$ cat src/rtl/serial_min_pkg.sv
// Shared types and sizing helpers for the bit-serial minimum selector.
// Contents: state_t FSM encoding (IDLE, CMP, DONE) and the cnt_width() helper.
package serial_min_pkg;

    localparam int DEF_WIDTH = 16;
    localparam int DEF_DIGIT = 2;

    typedef enum logic [1:0] {
        IDLE = 2'd0,
        CMP  = 2'd1,
        DONE = 2'd2
    } state_t;

    // Step-counter width for n steps; never narrower than one bit.
    function automatic int cnt_width(input int n);
        return (n < 2) ? 1 : $clog2(n);
    endfunction

endpackage

$ cat src/rtl/serial_min_slice.sv
// One DIGIT-wide compare slice of the sticky greater/less flag chain.
// Ports: i_a/i_b digits, i_gt/i_lt flags in; o_gt/o_lt updated flags out.
module serial_min_slice #(
    parameter int DIGIT = 2
) (
    input  logic [DIGIT-1:0] i_a,
    input  logic [DIGIT-1:0] i_b,
    input  logic             i_gt,
    input  logic             i_lt,
    output logic             o_gt,
    output logic             o_lt
);

    // A decided flag blocks the other; both stay set once raised.
    assign o_gt = i_gt | (~i_lt & (i_a > i_b));
    assign o_lt = i_lt | (~i_gt & (i_a < i_b));

endmodule

$ cat src/rtl/serial_min_unit.sv
// Bit-serial MSB-first min(A,B): DIGIT bits resolved per cycle via one slice.
// Ports: clk, rst_n, in_valid/in_ready/in_a/in_b in handshake,
//        out_valid/out_ready/out_min/out_sel/out_eq result handshake.
// Option: SERIAL_MIN_MAXOUT_EN adds out_max = max(A,B).
module serial_min_unit
    import serial_min_pkg::*;
#(
    parameter int WIDTH = DEF_WIDTH,
    parameter int DIGIT = DEF_DIGIT
) (
    input  logic             clk,
    input  logic             rst_n,
    input  logic             in_valid,
    output logic             in_ready,
    input  logic [WIDTH-1:0] in_a,
    input  logic [WIDTH-1:0] in_b,
    output logic             out_valid,
    input  logic             out_ready,
    output logic [WIDTH-1:0] out_min,
    output logic             out_sel,
    output logic             out_eq
`ifdef SERIAL_MIN_MAXOUT_EN
    ,
    output logic [WIDTH-1:0] out_max
`endif
);

    localparam int N  = WIDTH / DIGIT;
    localparam int CW = cnt_width(N);

    state_t          r_state;
    logic [WIDTH-1:0] r_a;
    logic [WIDTH-1:0] r_b;
    logic            r_gt;
    logic            r_lt;
    logic [CW-1:0]   r_cnt;

    logic [WIDTH-1:0] w_a_rot;
    logic [WIDTH-1:0] w_b_rot;
    logic            w_gt;
    logic            w_lt;
    logic            w_done;

    serial_min_slice #(
        .DIGIT(DIGIT)
    ) u_slice (
        .i_a (r_a[WIDTH-1 -: DIGIT]),
        .i_b (r_b[WIDTH-1 -: DIGIT]),
        .i_gt(r_gt),
        .i_lt(r_lt),
        .o_gt(w_gt),
        .o_lt(w_lt)
    );

    // After N rotations the registers hold the original operands again.
    generate
        if (DIGIT == WIDTH) begin : g_norot
            assign w_a_rot = r_a;
            assign w_b_rot = r_b;
        end else begin : g_rot
            assign w_a_rot = {r_a[WIDTH-DIGIT-1:0], r_a[WIDTH-1 -: DIGIT]};
            assign w_b_rot = {r_b[WIDTH-DIGIT-1:0], r_b[WIDTH-1 -: DIGIT]};
        end
    endgenerate

    always_ff @(posedge clk or negedge rst_n) begin
        if (!rst_n) begin
            r_state <= IDLE;
            r_a     <= '0;
            r_b     <= '0;
            r_gt    <= 1'b0;
            r_lt    <= 1'b0;
            r_cnt   <= '0;
        end else begin
            unique case (r_state)
                IDLE: begin
                    if (in_valid) begin
                        r_a     <= in_a;
                        r_b     <= in_b;
                        r_gt    <= 1'b0;
                        r_lt    <= 1'b0;
                        r_cnt   <= '0;
                        r_state <= CMP;
                    end
                end
                CMP: begin
                    r_a   <= w_a_rot;
                    r_b   <= w_b_rot;
                    r_gt  <= w_gt;
                    r_lt  <= w_lt;
                    r_cnt <= r_cnt + CW'(1);
                    if (r_cnt == CW'(N - 1)) begin
                        r_state <= DONE;
                    end
                end
                DONE: begin
                    if (out_ready) begin
                        r_state <= IDLE;
                    end
                end
                default: r_state <= IDLE;
            endcase
        end
    end

    // Result muxes are gated so every output reads 0 outside DONE.
    assign w_done    = (r_state == DONE);
    assign in_ready  = (r_state == IDLE);
    assign out_valid = w_done;
    assign out_min   = w_done ? (r_gt ? r_b : r_a) : '0;
    assign out_sel   = w_done & r_gt;
    assign out_eq    = w_done & ~r_gt & ~r_lt;

`ifdef SERIAL_MIN_MAXOUT_EN
    assign out_max   = w_done ? (r_gt ? r_a : r_b) : '0;
`endif

endmodule
$ cat config.mk
export PLATFORM = sky130hd
export DESIGN_NAME = serial_min_unit
export DESIGN_NICKNAME = d
export VERILOG_FILES = /design/src/rtl/serial_min_pkg.sv /design/src/rtl/serial_min_slice.sv /design/src/rtl/serial_min_unit.sv
export SDC_FILE = /design/constraint.sdc
export NUM_CORES = 1
export LEC_CHECK = 0
export ABC_AREA = 1
export BUFFER_PORTS_ARGS = -buffer_cell sky130_fd_sc_hd__buf_2
export CORE_MARGIN = 4
export CORE_UTILIZATION = 54
export DETAILED_ROUTE_END_ITERATION = 8
export GPL_ROUTABILITY_DRIVEN = 0
export PLACE_DENSITY = 0.8
export SETUP_SLACK_MARGIN = 0.5
export SKIP_LAST_GASP = 1
export SLEW_MARGIN = 10
export SYNTH_ARGS = -nofsm -noshare
export SYNTH_HDL_FRONTEND = slang
export SYNTH_HIERARCHICAL = 1
export SYNTH_SLANG_ARGS = --single-unit
$ cat constraint.sdc
create_clock -name clk -period 1.4 [get_ports clk]
set_input_delay 0.28 -clock clk [delete_from_list [all_inputs] [get_ports clk]]
set_output_delay 0.28 -clock clk [all_outputs]
set_load 0.05 [all_outputs]
# Word level (Yosys, flattened, before mapping)
# Cells that the tools add are included.
op_classes:
  n_addsub: 1
  n_lt_le_gt_ge: 2
  eq_ne: 6
  muxes: 15
  bitwise: 9
  n_reduce_logical: 4
ops:
  columns: ["operator", "count"]
  rows:
  - ["2-to-1 mux 16 bit", 4]
  - ["one-hot mux 16 bit (2 select lines)", 2]
  - ["2-to-1 mux 2 bit", 3]
  - ["!= test 2 bit (second input constant)", 3]
  - ["one-hot mux 2 bit (3 select lines)", 1]
  - ["one-hot mux 3 bit (2 select lines)", 1]
  - ["AND 1 bit", 5]
  - ["one-hot mux 1 bit (2 select lines)", 2]
  - ["adder 3 x 1 -> 3 bit (second input constant)", 1]
  - ["equality test 3 bit (second input constant)", 1]
  - ["2-to-1 mux 3 bit", 1]
  - ["AND reduction 3 bit", 1]
  - ["equality test 2 x 1 -> 1 bit (second input constant)", 1]
  - ["equality test 2 bit (second input constant)", 1]
  - ["> comparator 2 bit", 1]
  - ["logical NOT 2 bit", 1]
  - ["less-than comparator 2 bit", 1]
  - ["NOT 1 bit", 2]
  - ["bitwise OR 1 bit", 2]
  - ["AND reduction 2 bit", 1]
  - ["nonzero test 2 bit", 1]
  - ["2-to-1 mux 1 bit", 1]
totals:
  regBits: 39
  input_bits: 36
  output_inout_bits: 20
  elab_cells: 43

# Logic depth before layout (Yosys ltp)
# Gate-level depths: netlist of run 1.
depth:
  ltp_word: 4
  depth_mapped: 9

# Modules after synthesis
# Netlist of run 1, hierarchy kept.
modules_own_cells:
  columns: ["module", "n_inst", "cells_each", "area_per_inst_um2", "seq_area_each_um2"]
  rows:
  - ["serial_min_unit", 1, 342, 2319.7, 975.9]
  - ["serial_min_slice", 1, 16, 77.6, 0.0]

# Least setup slack after synthesis of run 1
# Ideal clock, no wire load.
synth_path:
  kind: "register to output"
  startpoint: "register r_state[0]"
  endpoint: "output port out_min[0]"
  arrival_time_ns: 2.050
  t_required_ns: 1.120
  path_slack_ns: -0.930
  stages_incl_launch_ff: 5
  cell_sequence: "dfrtp_1 > buf_6 > nor2_4 > nand2_2 > o21ai_0"
synth_between:
  elab_chain_cells: 2
synth_lines:
  columns: ["element", "line", "source"]
  rows:
  - ["start, declared", "serial_min_unit.sv:31", "state_t r_state;"]
  - ["start signal, assigned", "serial_min_unit.sv:68", "r_state <= IDLE;"]
  - ["start signal, assigned", "serial_min_unit.sv:83", "r_state <= CMP;"]
  - ["start signal, assigned", "serial_min_unit.sv:93", "r_state <= DONE;"]
  - ["equality test 2 bit", "serial_min_unit.sv:107", "assign w_done = (r_state == DONE);"]
  - ["net out_valid", "serial_min_unit.sv:17", "output logic out_valid,"]
  - ["2-to-1 mux 16 bit", "serial_min_unit.sv:110", "assign out_min = w_done ? (r_gt ? r_b : r_a) : '0;"]
  - ["end, declared", "serial_min_unit.sv:19", "output logic [WIDTH-1:0] out_min,"]
# The timed path passes the listed nets, and every way through them passes these cells.

# Final worst setup path of run 1
layout_path:
  startpoint: "register r_state[0]"
  endpoint: "output port out_min[1]"
layout_between:
  elab_chain_cells: 2
layout_lines:
  columns: ["element", "line"]
  rows:
  - ["equality test 2 bit", "serial_min_unit.sv:107"]
  - ["2-to-1 mux 16 bit", "serial_min_unit.sv:110"]
# No other way between the ends.

==> reports/metrics.cfg, run 1 <==
[run_status]
status = finished with violations
violated_checks = negative setup slack

[cells_and_area]
fin_cells = 502
antenna-diode-count = 0
layout.core_utilization_pct = 90.4
regArea_um2 = 977
filler_cell_count = 161
multi_input_comb_area_um2 = 1260
nets = 492
area_overhead_of_the_layout_relative_to_synthesis_pct = 56.3
final_layout_size_suffix_gt1_share_pct = 34.5

[clock_tree]
clkSlewWorstSetupHoldPaths_ps = 70
tritoncts_clock_tree = built
clock_latency_ps = 310
clk_path_buf_depth = 2
cts-root-buf = sky130_fd_sc_hd__clkbuf_8
tritoncts.num_buffers = 5
htreeDepth = 2
clock_sink_count = 39

[floorplan]
floorplan.die_area_um2 = 5570
die_h_um = 74.6
floorplan.initialDensity_pct = 57.9
io-pin-count = 56
die_w_um = 74.6
floorplan.rows = 23
core_region_area_um2 = 4140

[timing]
max_slew_margin_pct = 80.0
finalSetupViolCount = 47
final_min_period_ps = 1840
fin_skew_ps = 7.55
period_share_pct = 131
slew_viol_final = 0
final_hold_viol_count = 0
postLayoutSetupSlackWorst_ps = -439
worst_pin_slew_ps = 300
max_clock_freq_ghz = 0.544
rsz_0062_raised_after_global_routing = true
worst_case_hold_slack_ps = 177

[worst_setup_path]
worst_setup_path_start_kind = flip-flop
worst-setup-path-type = reg -> out
cp_max_fo = 8
required_ps = 1120
worst_r2r_path_depth = 7
arr_time_crit_path_ps = 1560
worstSetupEndpointType = primary output

[detailed_routing]
remaining_drc_errors = 0
ant_nets = 0
router_iterations_before_antenna_repair = 5
detailroute.via_count = 2913
routed_wire_length_per_instance_um = 19.5
route.detailed.vias_per_inst = 5.80
detailedRoute.firstIterationViolations = 567
routed_wirelength_um = 9800

[grt]
global_router_s_overall_resource_usage_pct = 31.9
grt_antenna_before_repair = 0
number_of_global_route_vias_before_repair = 2667
wire_length_of_the_first_global_routing_pass_um = 13100
grt_start_max_net_pins = 40
globalRouteOverflowTotal = 0

[min_path]
timing.hold.worst_path_depth = 2
timing.hold.worst.class = in -> reg

[placed_design]
hpwlAfterDp_um = 4190
dpl.cell_count = 466
place_worst_setup_slack_ps = -179
io_buffer_count = 55

[power]
netSwitchingFraction_pct = 48.2
clock_power_share_pct = 10.5
p_leak_nw = 2.16
power-per-cell-area_nw_per_um2 = 2090
power_report.internal_total_mw = 4.06
max-vdd-ir-drop_mv = 1.37
switchingPower_mw = 3.78
pwr-share-seq_pct = 29.3
combinationalPowerShare_pct = 60.2
post-layout-total-power_mw = 7.84

[synthesis]
synth.lib_cells_used.distinct = 19
synth_largest_type_area_fraction_pct = 40.7
synth.area.top_cells = sky130_fd_sc_hd__dfrtp_1 (41%), sky130_fd_sc_hd__nand2_1 (26%), sky130_fd_sc_hd__inv_1 (11%)
synth_enable_flop_cells = 0
synth_async_sr_flop_share_pct = 100
synth_fp_nets = 398
syn-mean-instance-area_um2 = 6.70
netlist_area_um2 = 2400
prevailing_post_synth_register_cell = sky130_fd_sc_hd__dfrtp_1
synth_area_leader_cell = sky130_fd_sc_hd__dfrtp_1
yosys.cell_count.top_type = sky130_fd_sc_hd__nand2_1
netlist_instances = 358
synth-seq-area-share_pct = 40.7
ys_ff_latch = 39
synth_top_cells_by_count = sky130_fd_sc_hd__nand2_1 (164), sky130_fd_sc_hd__inv_1 (71), sky130_fd_sc_hd__dfrtp_1 (39)
synth.yosys.warnings = 6

[flow_run]
maxCapViolCount = 0

[layout make-up]
cell class	instances	share of cell area (%)
Multi-Input combinational cell	231	33.6
Tap cell	50	1.67
Clock buffer	6	2.20
Timing Repair Buffer	98	27.4
Sequential cell	39	26.1
Clock inverter	1	0.134
Inverter	74	7.85
Timing Repair inverter	3	1.10
[worst max-delay path, stage by stage, from the launching register on]
cell                      delay, ps
sky130_fd_sc_hd__dfrtp_2        450
sky130_fd_sc_hd__inv_2          110
sky130_fd_sc_hd__nand2_4         70
sky130_fd_sc_hd__nor2_4         110
sky130_fd_sc_hd__buf_8          160
sky130_fd_sc_hd__nand2_2         80
sky130_fd_sc_hd__o21ai_2         90
sky130_fd_sc_hd__buf_6          180
[repair_timing]
item | 4_1_cts | 5_1_grt
pin swaps | 4 | 5
buffers inserted | 14 | 5
endpoints found under the hold margin | 39 | 0
gates resized for setup | 81 | 25
hold buffers | 1 | 0
cloned | 7 | 2
endpoints found under the setup margin | 59 | 59
[flip-flops by register name, summed over array words and instances, names as in the netlist]
signal	count
r_a	16
r_state	2
r_b	16
r_cnt	3
r_lt	1
r_gt	1
[routing by layer]
layer  GRT usage, %  vias up  routed length (um)
met2           54.0      267                4620
met4           19.4        0                 834
met3           6.14       86                 981
met1           37.5     1319                3370
met5              0        -                   0
li1               -     1241                   -
[power by group through the flow]
stage	Clock, mW	Combinational, mW	Sequential [mW]
2_1_floorplan	0	2.34	2.05
3_3_place_gp	0	2.88	2.17
3_5_place_dp	0	2.98	2.18
4_1_cts	0.800	3.97	2.18
5_1_grt	0.858	5.05	2.32
6_report	0.824	4.72	2.30
[through the flow]
step,cell area [um^2],TNS [ps]
6_report,3750,-9370
2_1_floorplan,2550,-5530
3_3_place_gp,2930,-4180
4_1_cts,3600,-6510
3_5_place_dp,2930,-5470
5_1_grt,3750,-11530
[placed cells by master, fill, tap and decap left out, types with 3 or more instances in the layout]
| master | count |
|---|---|
| sky130_fd_sc_hd__nand2_1 | 152 |
| sky130_fd_sc_hd__inv_1 | 70 |
| sky130_fd_sc_hd__dfrtp_1 | 38 |
| sky130_fd_sc_hd__buf_2 | 35 |
| sky130_fd_sc_hd__nand3_1 | 30 |
| sky130_fd_sc_hd__buf_6 | 29 |
| sky130_fd_sc_hd__buf_4 | 13 |
| sky130_fd_sc_hd__nand2_2 | 10 |
| sky130_fd_sc_hd__o21ai_4 | 10 |
| sky130_fd_sc_hd__buf_12 | 9 |
| sky130_fd_sc_hd__o21ai_2 | 7 |
| sky130_fd_sc_hd__clkbuf_8 | 6 |
| sky130_fd_sc_hd__buf_8 | 5 |
| sky130_fd_sc_hd__nor2_4 | 4 |
| sky130_fd_sc_hd__nand2_4 | 4 |
| sky130_fd_sc_hd__inv_2 | 3 |
| sky130_fd_sc_hd__bufbuf_16 | 3 |
[worst paths after layout]
kind / from / endpoint / slack (ps)
min reg2reg: r_cnt[0] / r_cnt[0] / 500
max reg2reg: r_state[0] / r_b[3] / -170
min in group asynchronous: rst_n / r_b[8] / 460
min: out_ready / r_state[1] / 180
max: r_state[0] / out_min[1] / -440
max in group asynchronous: rst_n / r_state[0] / 720
[kinds of logic after synthesis]
| family | Yosys count | synth area share (%) |
|---|---|---|
| and+or+nand+nor | 206 | 35.1 |
| buffers and inverters | 89 | 16.4 |
| DFF | 39 | 40.7 |
| AOI/OAI and AO/OA | 20 | 5.74 |
| adders and majority gates | 4 | 2.09 |
(Power assumes the default switching activity.)
==> run 2: changes to the inputs <==
- PLACE_DENSITY: 0.8 -> 0.88
==> run 2 against run 1 <==
Utilization down 3.4 points. Final cell count decreased by 1.4%. First-iteration DRC count grew 12%. Combinational power shrank 6.8%. Sequential power hardly changed. The run still ends with negative setup slack left. Setup slack lost 79 ps. Critical path type unchanged. Global-route usage grew 2.5 points. Highest routed layer unchanged. Wire length rose by 3.5%. Critical path depth did not move. Largest cell class unchanged. Worst hold slack lost 2.3 ps. Non-clock buffer count decreased by 11. Clock power is 4.1% lower.
==> reports/metrics.cfg, run 2 (synthesis results as in run 1) <==
[run_status]
status = finished with violations  ; unchanged
violated_checks = negative setup slack  ; unchanged

[detailed_routing]
ant_nets = 0  ; unchanged
router_iterations_before_antenna_repair = 6  ; was 5
detailedRoute.firstIterationViolations = 635  ; was 567
routed_wire_length_per_instance_um = 20.5  ; was 19.5 um
routed_wirelength_um = 10100  ; was 9800 um
remaining_drc_errors = 0  ; unchanged
detailroute.via_count = 3001  ; was 2,913
route.detailed.vias_per_inst = 6.06  ; was 5.80

[power]
p_leak_nw = 2.06  ; was 2.16 nW
max-vdd-ir-drop_mv = 1.47  ; was 1.37 mV
power-per-cell-area_nw_per_um2 = 2080  ; was 2090 nW/um^2

[placed_design]
dpl.cell_count = 465  ; was 466
place_worst_setup_slack_ps = -176  ; was -179 ps
io_buffer_count = 55  ; unchanged
hpwlAfterDp_um = 4550  ; was 4190 um

[grt]
grt_start_max_net_pins = 40  ; unchanged
grt_antenna_before_repair = 0  ; unchanged
global_router_s_overall_resource_usage_pct = 34.5  ; was 31.9%
wire_length_of_the_first_global_routing_pass_um = 14100  ; was 13,100 um
globalRouteOverflowTotal = 0  ; unchanged
number_of_global_route_vias_before_repair = 2910  ; was 2,667

[worst_setup_path]
worst_r2r_setup_slack_ps = -220  ; was -170 ps
cp_max_fo = 9  ; was 8
crit_path_max_incr_delay_ps = 470  ; was 450 ps
worst_r2r_path_depth = 9  ; was 7
cp_cell_sequence = inv_2 -> nand2_2 -> nor2_4 -> buf_6 -> nand2_1 -> o21ai_4 -> buf_6  ; was inv_2 -> nand2_4 -> nor2_4 -> buf_8 -> nand2_2 -> o21ai_2 -> buf_6
cp_num_buf_inv = 3  ; unchanged
arr_time_crit_path_ps = 1640  ; was 1560 ps
worst-setup-path-type = reg -> out  ; unchanged
worst_setup_path_start_kind = flip-flop  ; unchanged
required_ps = 1120  ; about the same
crit_family = flip-flops  ; unchanged
path_common_cell = sky130_fd_sc_hd__buf_6
reg2reg_to = r_a[4]  ; was r_b[3]
crit-reg2reg-launch = r_state[0]  ; unchanged
cp_slowest_cell = sky130_fd_sc_hd__dfrtp_2  ; unchanged
worstSetupEndpointType = primary output  ; unchanged

[timing]
max_slew_margin_pct = 84.6  ; was 80.0%
worst_pin_slew_ps = 231  ; was 300 ps
final_hold_viol_count = 0  ; unchanged
period_share_pct = 137  ; was 131%
rsz_0062_raised_after_global_routing = true  ; unchanged
postLayoutSetupSlackWorst_ps = -518  ; was -439 ps
final_min_period_ps = 1920  ; was 1840 ps
finalSetupViolCount = 58  ; was 47
max_clock_freq_ghz = 0.521  ; was 0.544 GHz
fin_skew_ps = 7.08  ; was 7.55 ps
slew_viol_final = 0  ; unchanged

[cells_and_area]
area_overhead_of_the_layout_relative_to_synthesis_pct = 50.3  ; was 56.3%
antenna-diode-count = 0  ; unchanged
fin_cells = 495  ; was 502
layout_common_cells = sky130_fd_sc_hd__nand2_1 (149), sky130_fd_sc_hd__inv_1 (71), sky130_fd_sc_hd__dfrtp_1 (38), sky130_fd_sc_hd__buf_2 (35), sky130_fd_sc_hd__nand3_1 (31)  ; was sky130_fd_sc_hd__nand2_1 (152), sky130_fd_sc_hd__inv_1 (70), sky130_fd_sc_hd__dfrtp_1 (38), sky130_fd_sc_hd__buf_2 (35), sky130_fd_sc_hd__nand3_1 (30)
final_layout_size_suffix_gt1_share_pct = 33.7  ; was 34.5%
mostFrequentLayoutCell = sky130_fd_sc_hd__nand2_1  ; unchanged
biggestRegsByFlops = r_a: 16 flops, r_b: 16 flops, r_cnt: 3 flops  ; unchanged
nets = 484  ; was 492
filler_cell_count = 214  ; was 161

[floorplan]
core_region_area_um2 = 4140  ; unchanged
floorplan.initialDensity_pct = 57.9  ; unchanged
die_h_um = 74.6  ; unchanged
floorplan.die_area_um2 = 5570  ; unchanged
die_w_um = 74.6  ; unchanged
io-pin-count = 56  ; unchanged
floorplan.rows = 23  ; unchanged

[min_path]
timing.hold.worst_path_depth = 2  ; unchanged
timing.hold.worst.start = out_ready  ; unchanged
timing.hold.worst.class = in -> reg  ; unchanged
min_delay_worst_endpoint = r_state[1]  ; unchanged

[clock_tree]
clk_path_buf_depth = 2  ; unchanged
cts-root-buf = sky130_fd_sc_hd__clkbuf_8  ; unchanged
clock_latency_ps = 310  ; about the same
clkSlewWorstSetupHoldPaths_ps = 80  ; was 70 ps
tritoncts_clock_tree = built  ; unchanged
htreeDepth = 2  ; unchanged
clock_sink_count = 39  ; unchanged
tritoncts.num_buffers = 5  ; unchanged

[flow_run]
maxCapViolCount = 0  ; unchanged

## run 2: changes by cell type in the layout (fill, tap and decap cells not counted), moves of 3 or more
cell,change
sky130_fd_sc_hd__o21ai_2,-3
sky130_fd_sc_hd__buf_12,-5
sky130_fd_sc_hd__nand2_2,+4
sky130_fd_sc_hd__buf_6,-5
sky130_fd_sc_hd__buf_4,+3
sky130_fd_sc_hd__inv_8,+3
sky130_fd_sc_hd__o21ai_4,+3
sky130_fd_sc_hd__nand2_1,-3
## run 2: power breakdown
part | internal, mW | leakage, nW | total, mW | switching (mW)
logic | 1.57 | 1.55 | 4.40 | 2.83
clock network | 0.342 | 0.0477 | 0.790 | 0.448
registers | 1.73 | 0.461 | 2.31 | 0.586
total | 3.64 | 2.06 | 7.50 | 3.86
## run 2: worst reg2reg max path: stages (launching register included)
cell                       delay, ps
sky130_fd_sc_hd__dfrtp_2         450
sky130_fd_sc_hd__buf_4           140
sky130_fd_sc_hd__buf_4           130
sky130_fd_sc_hd__buf_12          120
sky130_fd_sc_hd__nand2_8          70
sky130_fd_sc_hd__nand2_8         100
sky130_fd_sc_hd__buf_16          240
sky130_fd_sc_hd__clkinv_8        120
sky130_fd_sc_hd__nand2_2          70
sky130_fd_sc_hd__nand2_1          50
## run 2: what timing repair did
item | 4_1_cts | 5_1_grt
cloned | 9 | 1
setup buffers | 8 | 3
hold buffers | 1 | 0
endpoints found under the setup margin | 59 | 59
pin swaps | 2 | 12
endpoints found under the hold margin | 39 | 0
gates resized for setup | 79 | 26
## run 2: worst max path at each step
| stage | cells after the start | from | to | slack [ps] |
|---|---|---|---|---|
| after floorplan | 5 | r_state[0] | out_min[10] | -360 |
| after global placement | 7 | r_state[0] | out_min[14] | -120 |
| after detailed placement | 7 | r_state[0] | out_min[7] | -180 |
| after CTS | 5 | r_state[0] | out_min[3] | -360 |
| after global routing | 7 | r_state[0] | out_min[11] | -580 |
| final | 7 | r_state[0] | out_min[11] | -520 |
## run 2: layout make-up
type / instances / area (um^2) / area share [%]
Tap cell: 50 / 62.6 / 1.74
Multi-Input combinational cell: 230 / 1280 / 35.5
Clock inverter: 3 / 15.0 / 0.417
Timing Repair Buffer: 87 / 803 / 22.3
Inverter: 74 / 294 / 8.16
Clock buffer: 5 / 68.8 / 1.91
Sequential cell: 39 / 977 / 27.1
Timing Repair inverter: 7 / 103 / 2.85
## run 2: per-layer routing
layer | track usage [%] | wire [um] | up-vias | part of all wire [%]
met2 | 59.3 | 4680 | 307 | 46
met3 | 7.08 | 1280 | 111 | 13
met5 | 0 | 0 | - | 0
met4 | 23.5 | 840 | 0 | 8.3
met1 | 38.2 | 3350 | 1361 | 33
li1 | - | - | 1222 | -
## run 2: through the flow
step | hold slack (ps) | utilization [%] | area [um^2] | setup TNS [ps] | power [mW]
6_report | 175 | 87.0 | 3600 | -15040 | 7.50
5_1_grt | 161 | 87.0 | 3600 | -16220 | 7.94
4_1_cts | 147 | 84.1 | 3490 | -6210 | 6.66
3_5_place_dp | 265 | 70.3 | 2910 | -4860 | 5.16
3_3_place_gp | 266 | 70.3 | 2910 | -2980 | 4.94
2_1_floorplan | -15.6 | - | 2550 | -5530 | 4.39
==> run 3: changes to the inputs <==
- BUFFER_PORTS_ARGS: -buffer_cell sky130_fd_sc_hd__buf_2 -> -buffer_cell sky130_fd_sc_hd__clkbuf_2
==> run 3 against run 2 <==
The flow now stops in 4_1_cts. Synthesized cell count unchanged. Synthesized area unchanged.
==> reports/metrics.cfg, run 3 <==
[synthesis]
prevailing_post_synth_register_cell = sky130_fd_sc_hd__dfrtp_1  ; unchanged
synth_async_sr_flop_share_pct = 100  ; unchanged
synth_area_leader_cell = sky130_fd_sc_hd__dfrtp_1  ; unchanged
netlist_area_um2 = 2400  ; unchanged
synth_enable_flop_cells = 0  ; unchanged
netlist_instances = 358  ; unchanged
synth_fp_nets = 398  ; unchanged
ys_ff_latch = 39  ; unchanged
synth_largest_type_area_fraction_pct = 40.7  ; unchanged
synth.yosys.warnings = 6  ; unchanged
syn-mean-instance-area_um2 = 6.70  ; unchanged
yosys.cell_count.top_type = sky130_fd_sc_hd__nand2_1  ; unchanged
synth.lib_cells_used.distinct = 19  ; unchanged
synth_top_cells_by_count = sky130_fd_sc_hd__nand2_1 (164), sky130_fd_sc_hd__inv_1 (71), sky130_fd_sc_hd__dfrtp_1 (39)  ; unchanged
synth-seq-area-share_pct = 40.7  ; unchanged
synth.area.top_cells = sky130_fd_sc_hd__dfrtp_1 (41%), sky130_fd_sc_hd__nand2_1 (26%), sky130_fd_sc_hd__inv_1 (11%)  ; unchanged

[floorplan]
floorplan.rows = 23  ; unchanged
io-pin-count = 56  ; unchanged
floorplan.initialDensity_pct = 57.9  ; unchanged
die_w_um = 74.6  ; unchanged
die_h_um = 74.6  ; unchanged

[run_status]
stop_error = [ERROR DPL-0038] Utilization greater than 100%, impossible to legalize
stop_stage = 4_1_cts
status = stopped before the end  ; was finished with violations

[clock_tree]
cts_repair_resize_count = 145  ; was 79
htreeDepth = 2  ; unchanged
post_cts_buffers = 22  ; was 8
clock_sink_count = 39  ; unchanged
clk_path_buf_depth = 2  ; unchanged
cts-root-buf = sky130_fd_sc_hd__clkbuf_8  ; unchanged
tritoncts.num_buffers = 5  ; unchanged

[placed_design]
io_buffer_count = 55  ; unchanged
dpl.cell_count = 465  ; unchanged
hpwlAfterDp_um = 4590  ; was 4550 um
placed_cell_area_um2 = 3120  ; was 2910 um^2

run 3: cell counts after synthesis:
Identical to the previous run, type by type.
run 3: per-stage QoR:
| stage | hold slack [ps] | setup TNS (ps) | worst slack (ps) |
|---|---|---|---|
| 2_1_floorplan | -15.6 | -5530 | -361 |
| 3_3_place_gp | 257 | -2740 | -105 |
| 3_5_place_dp | 263 | -5170 | -172 |
run 3: cell families after synthesis:
kind of cell	after synthesis	share of synthesized area, %
buffers and inverters	89	16.4
AO/OA/AOI/OAI	20	5.74
AND/OR/NAND/NOR	206	35.1
flip-flops	39	40.7
adder cells (fa/ha/maj)	4	2.09
==> run 4: changes to the inputs <==
- CORE_UTILIZATION: 54 -> 40
- PLACE_DENSITY: 0.88 -> unset
- PLACE_DENSITY_LB_ADDON: unset -> 0.15
- SETUP_SLACK_MARGIN: 0.5 -> unset
==> run 4 against run 3 <==
The flow now finishes, with violations (negative setup slack).
==> reports/metrics.cfg, run 4 (synthesis results as in run 1) <==
[run_status]
status = finished with violations  ; was stopped before the end
violated_checks = negative setup slack

[worst_setup_path]
arr_time_crit_path_ps = 1470
cp_num_buf_inv = 2
worstSetupEndpointType = primary output
crit_family = flip-flops
crit_path_max_incr_delay_ps = 450
cp_cell_sequence = nor2_4 -> nand2_4 -> buf_16 -> o21ai_4 -> buf_12
required_ps = 1120
cp_max_fo = 4
worst-setup-path-type = reg -> out
worst_setup_path_start_kind = flip-flop
worst_setup_path_startpoint = r_state[0]
crit-reg2reg-launch = r_state[1]
worst_r2r_setup_slack_ps = 60
cp_slowest_cell = sky130_fd_sc_hd__dfrtp_2

[power]
power-per-cell-area_nw_per_um2 = 1770
max-vdd-ir-drop_mv = 1.20
post-layout-total-power_mw = 6.34
p_leak_nw = 1.99

[timing]
slew_viol_final = 0
worst_case_hold_slack_ps = 178
finalSetupViolCount = 20
final_hold_viol_count = 0
max_slew_margin_pct = 72.9
postLayoutSetupSlackWorst_ps = -352
fin_skew_ps = 5.05
max_clock_freq_ghz = 0.571
worst_pin_slew_ps = 405
rsz_0062_raised_after_global_routing = true
final_min_period_ps = 1750
period_share_pct = 125

[clock_tree]
clock_latency_ps = 280
tritoncts_clock_tree = built
htreeDepth = 2  ; unchanged
clkSlewWorstSetupHoldPaths_ps = 70
clk_path_buf_depth = 2  ; unchanged
cts-root-buf = sky130_fd_sc_hd__clkbuf_8  ; unchanged
tritoncts.num_buffers = 5  ; unchanged
clock_sink_count = 39  ; unchanged

[placed_design]
hpwlAfterDp_um = 4390  ; was 4590 um
io_buffer_count = 55  ; unchanged
place_worst_setup_slack_ps = -82.0  ; was -172 ps

[cells_and_area]
filler_cell_count = 514
biggestRegsByFlops = r_a: 16 flops, r_b: 16 flops, r_cnt: 3 flops
area_overhead_of_the_layout_relative_to_synthesis_pct = 49.2
antenna-diode-count = 0
nets = 472
final_layout_size_suffix_gt1_share_pct = 29.6
layout_common_cells = sky130_fd_sc_hd__nand2_1 (153), sky130_fd_sc_hd__inv_1 (71), sky130_fd_sc_hd__dfrtp_1 (37), sky130_fd_sc_hd__clkbuf_2 (35), sky130_fd_sc_hd__nand3_1 (32)
multi_input_comb_area_um2 = 1240
mostFrequentLayoutCell = sky130_fd_sc_hd__nand2_1
regArea_um2 = 978

[floorplan]
die_h_um = 85.4  ; was 74.6 um
floorplan.rows = 27  ; was 23
io-pin-count = 56  ; unchanged
floorplan.initialDensity_pct = 42.5  ; was 57.9%
floorplan.die_area_um2 = 7300
core_region_area_um2 = 5640
die_w_um = 85.4  ; was 74.6 um

[grt]
wire_length_of_the_first_global_routing_pass_um = 10600
grt_start_max_net_pins = 40
grt_antenna_before_repair = 0
globalRouteOverflowTotal = 0
global_router_s_overall_resource_usage_pct = 17.9
number_of_global_route_vias_before_repair = 2310

[detailed_routing]
detailedRoute.firstIterationViolations = 101
routed_wirelength_um = 6340
ant_nets = 0
detailroute.wirelength.met2_um = 3150
route.detailed.vias_per_inst = 4.67
wl_met1_um = 2860
topRoutingLayerUsed = met4
detailroute.via_count = 2357
remaining_drc_errors = 0
length_of_routed_met3_wiring_um = 264
routed_wire_length_per_instance_um = 12.5
router_iterations_before_antenna_repair = 6

[flow_run]
maxCapViolCount = 0

[min_path]
timing.hold.worst.start = out_ready
timing.hold.worst.class = in -> reg

run 4: layout make-up:
cell class              instances  area share, %
repair buffers                 81           24.2
flip-flops and latches         39           27.4
multi-input cells             230           34.8
inverters                      74           8.11
repair inverters                1          0.245
well taps                      72           2.52
clock buffers                   8           2.80
run 4: what timing repair did:
item,in CTS,in global routing
cloned,1,1
buffers inserted,4,2
setup endpoints to repair,20,59
gates resized for setup,31,17
pin swaps,0,4
hold endpoints to repair,39,0
hold buffers,1,0
run 4: path summary, 6_finish.rpt:
kind,to,cells after the start
max in group asynchronous,r_state[0],3
min in group asynchronous,r_b[4],3
min reg2reg,r_a[3],2
min,r_state[1],2
max reg2reg,r_a[13],8
max,out_min[4],5
run 4: metrics by stage:
step	instance area (um^2)	utilization (%)	std cells	TNS, ps
after floorplan	2520	-	358	-5530
after global placement	3180	56.4	489	-817
after detailed placement	3180	56.4	489	-1150
after CTS	3490	61.8	502	-5880
after global routing	3580	63.4	505	-7440
final	3580	63.4	505	-6020
run 4: power by group:
part | total, mW | switching (mW) | internal [mW]
sequential | 2.19 | 0.456 | 1.73
combinational | 3.33 | 2.04 | 1.29
clock | 0.828 | 0.378 | 0.450
run 4: per-layer routing:
metal / vias to the layer above / GRT usage, %
li1: 1199 / -
met1: 1091 / 23.5
met2: 59 / 30.4
met3: 8 / 3.01
met4: 0 / 4.60
met5: - / 0
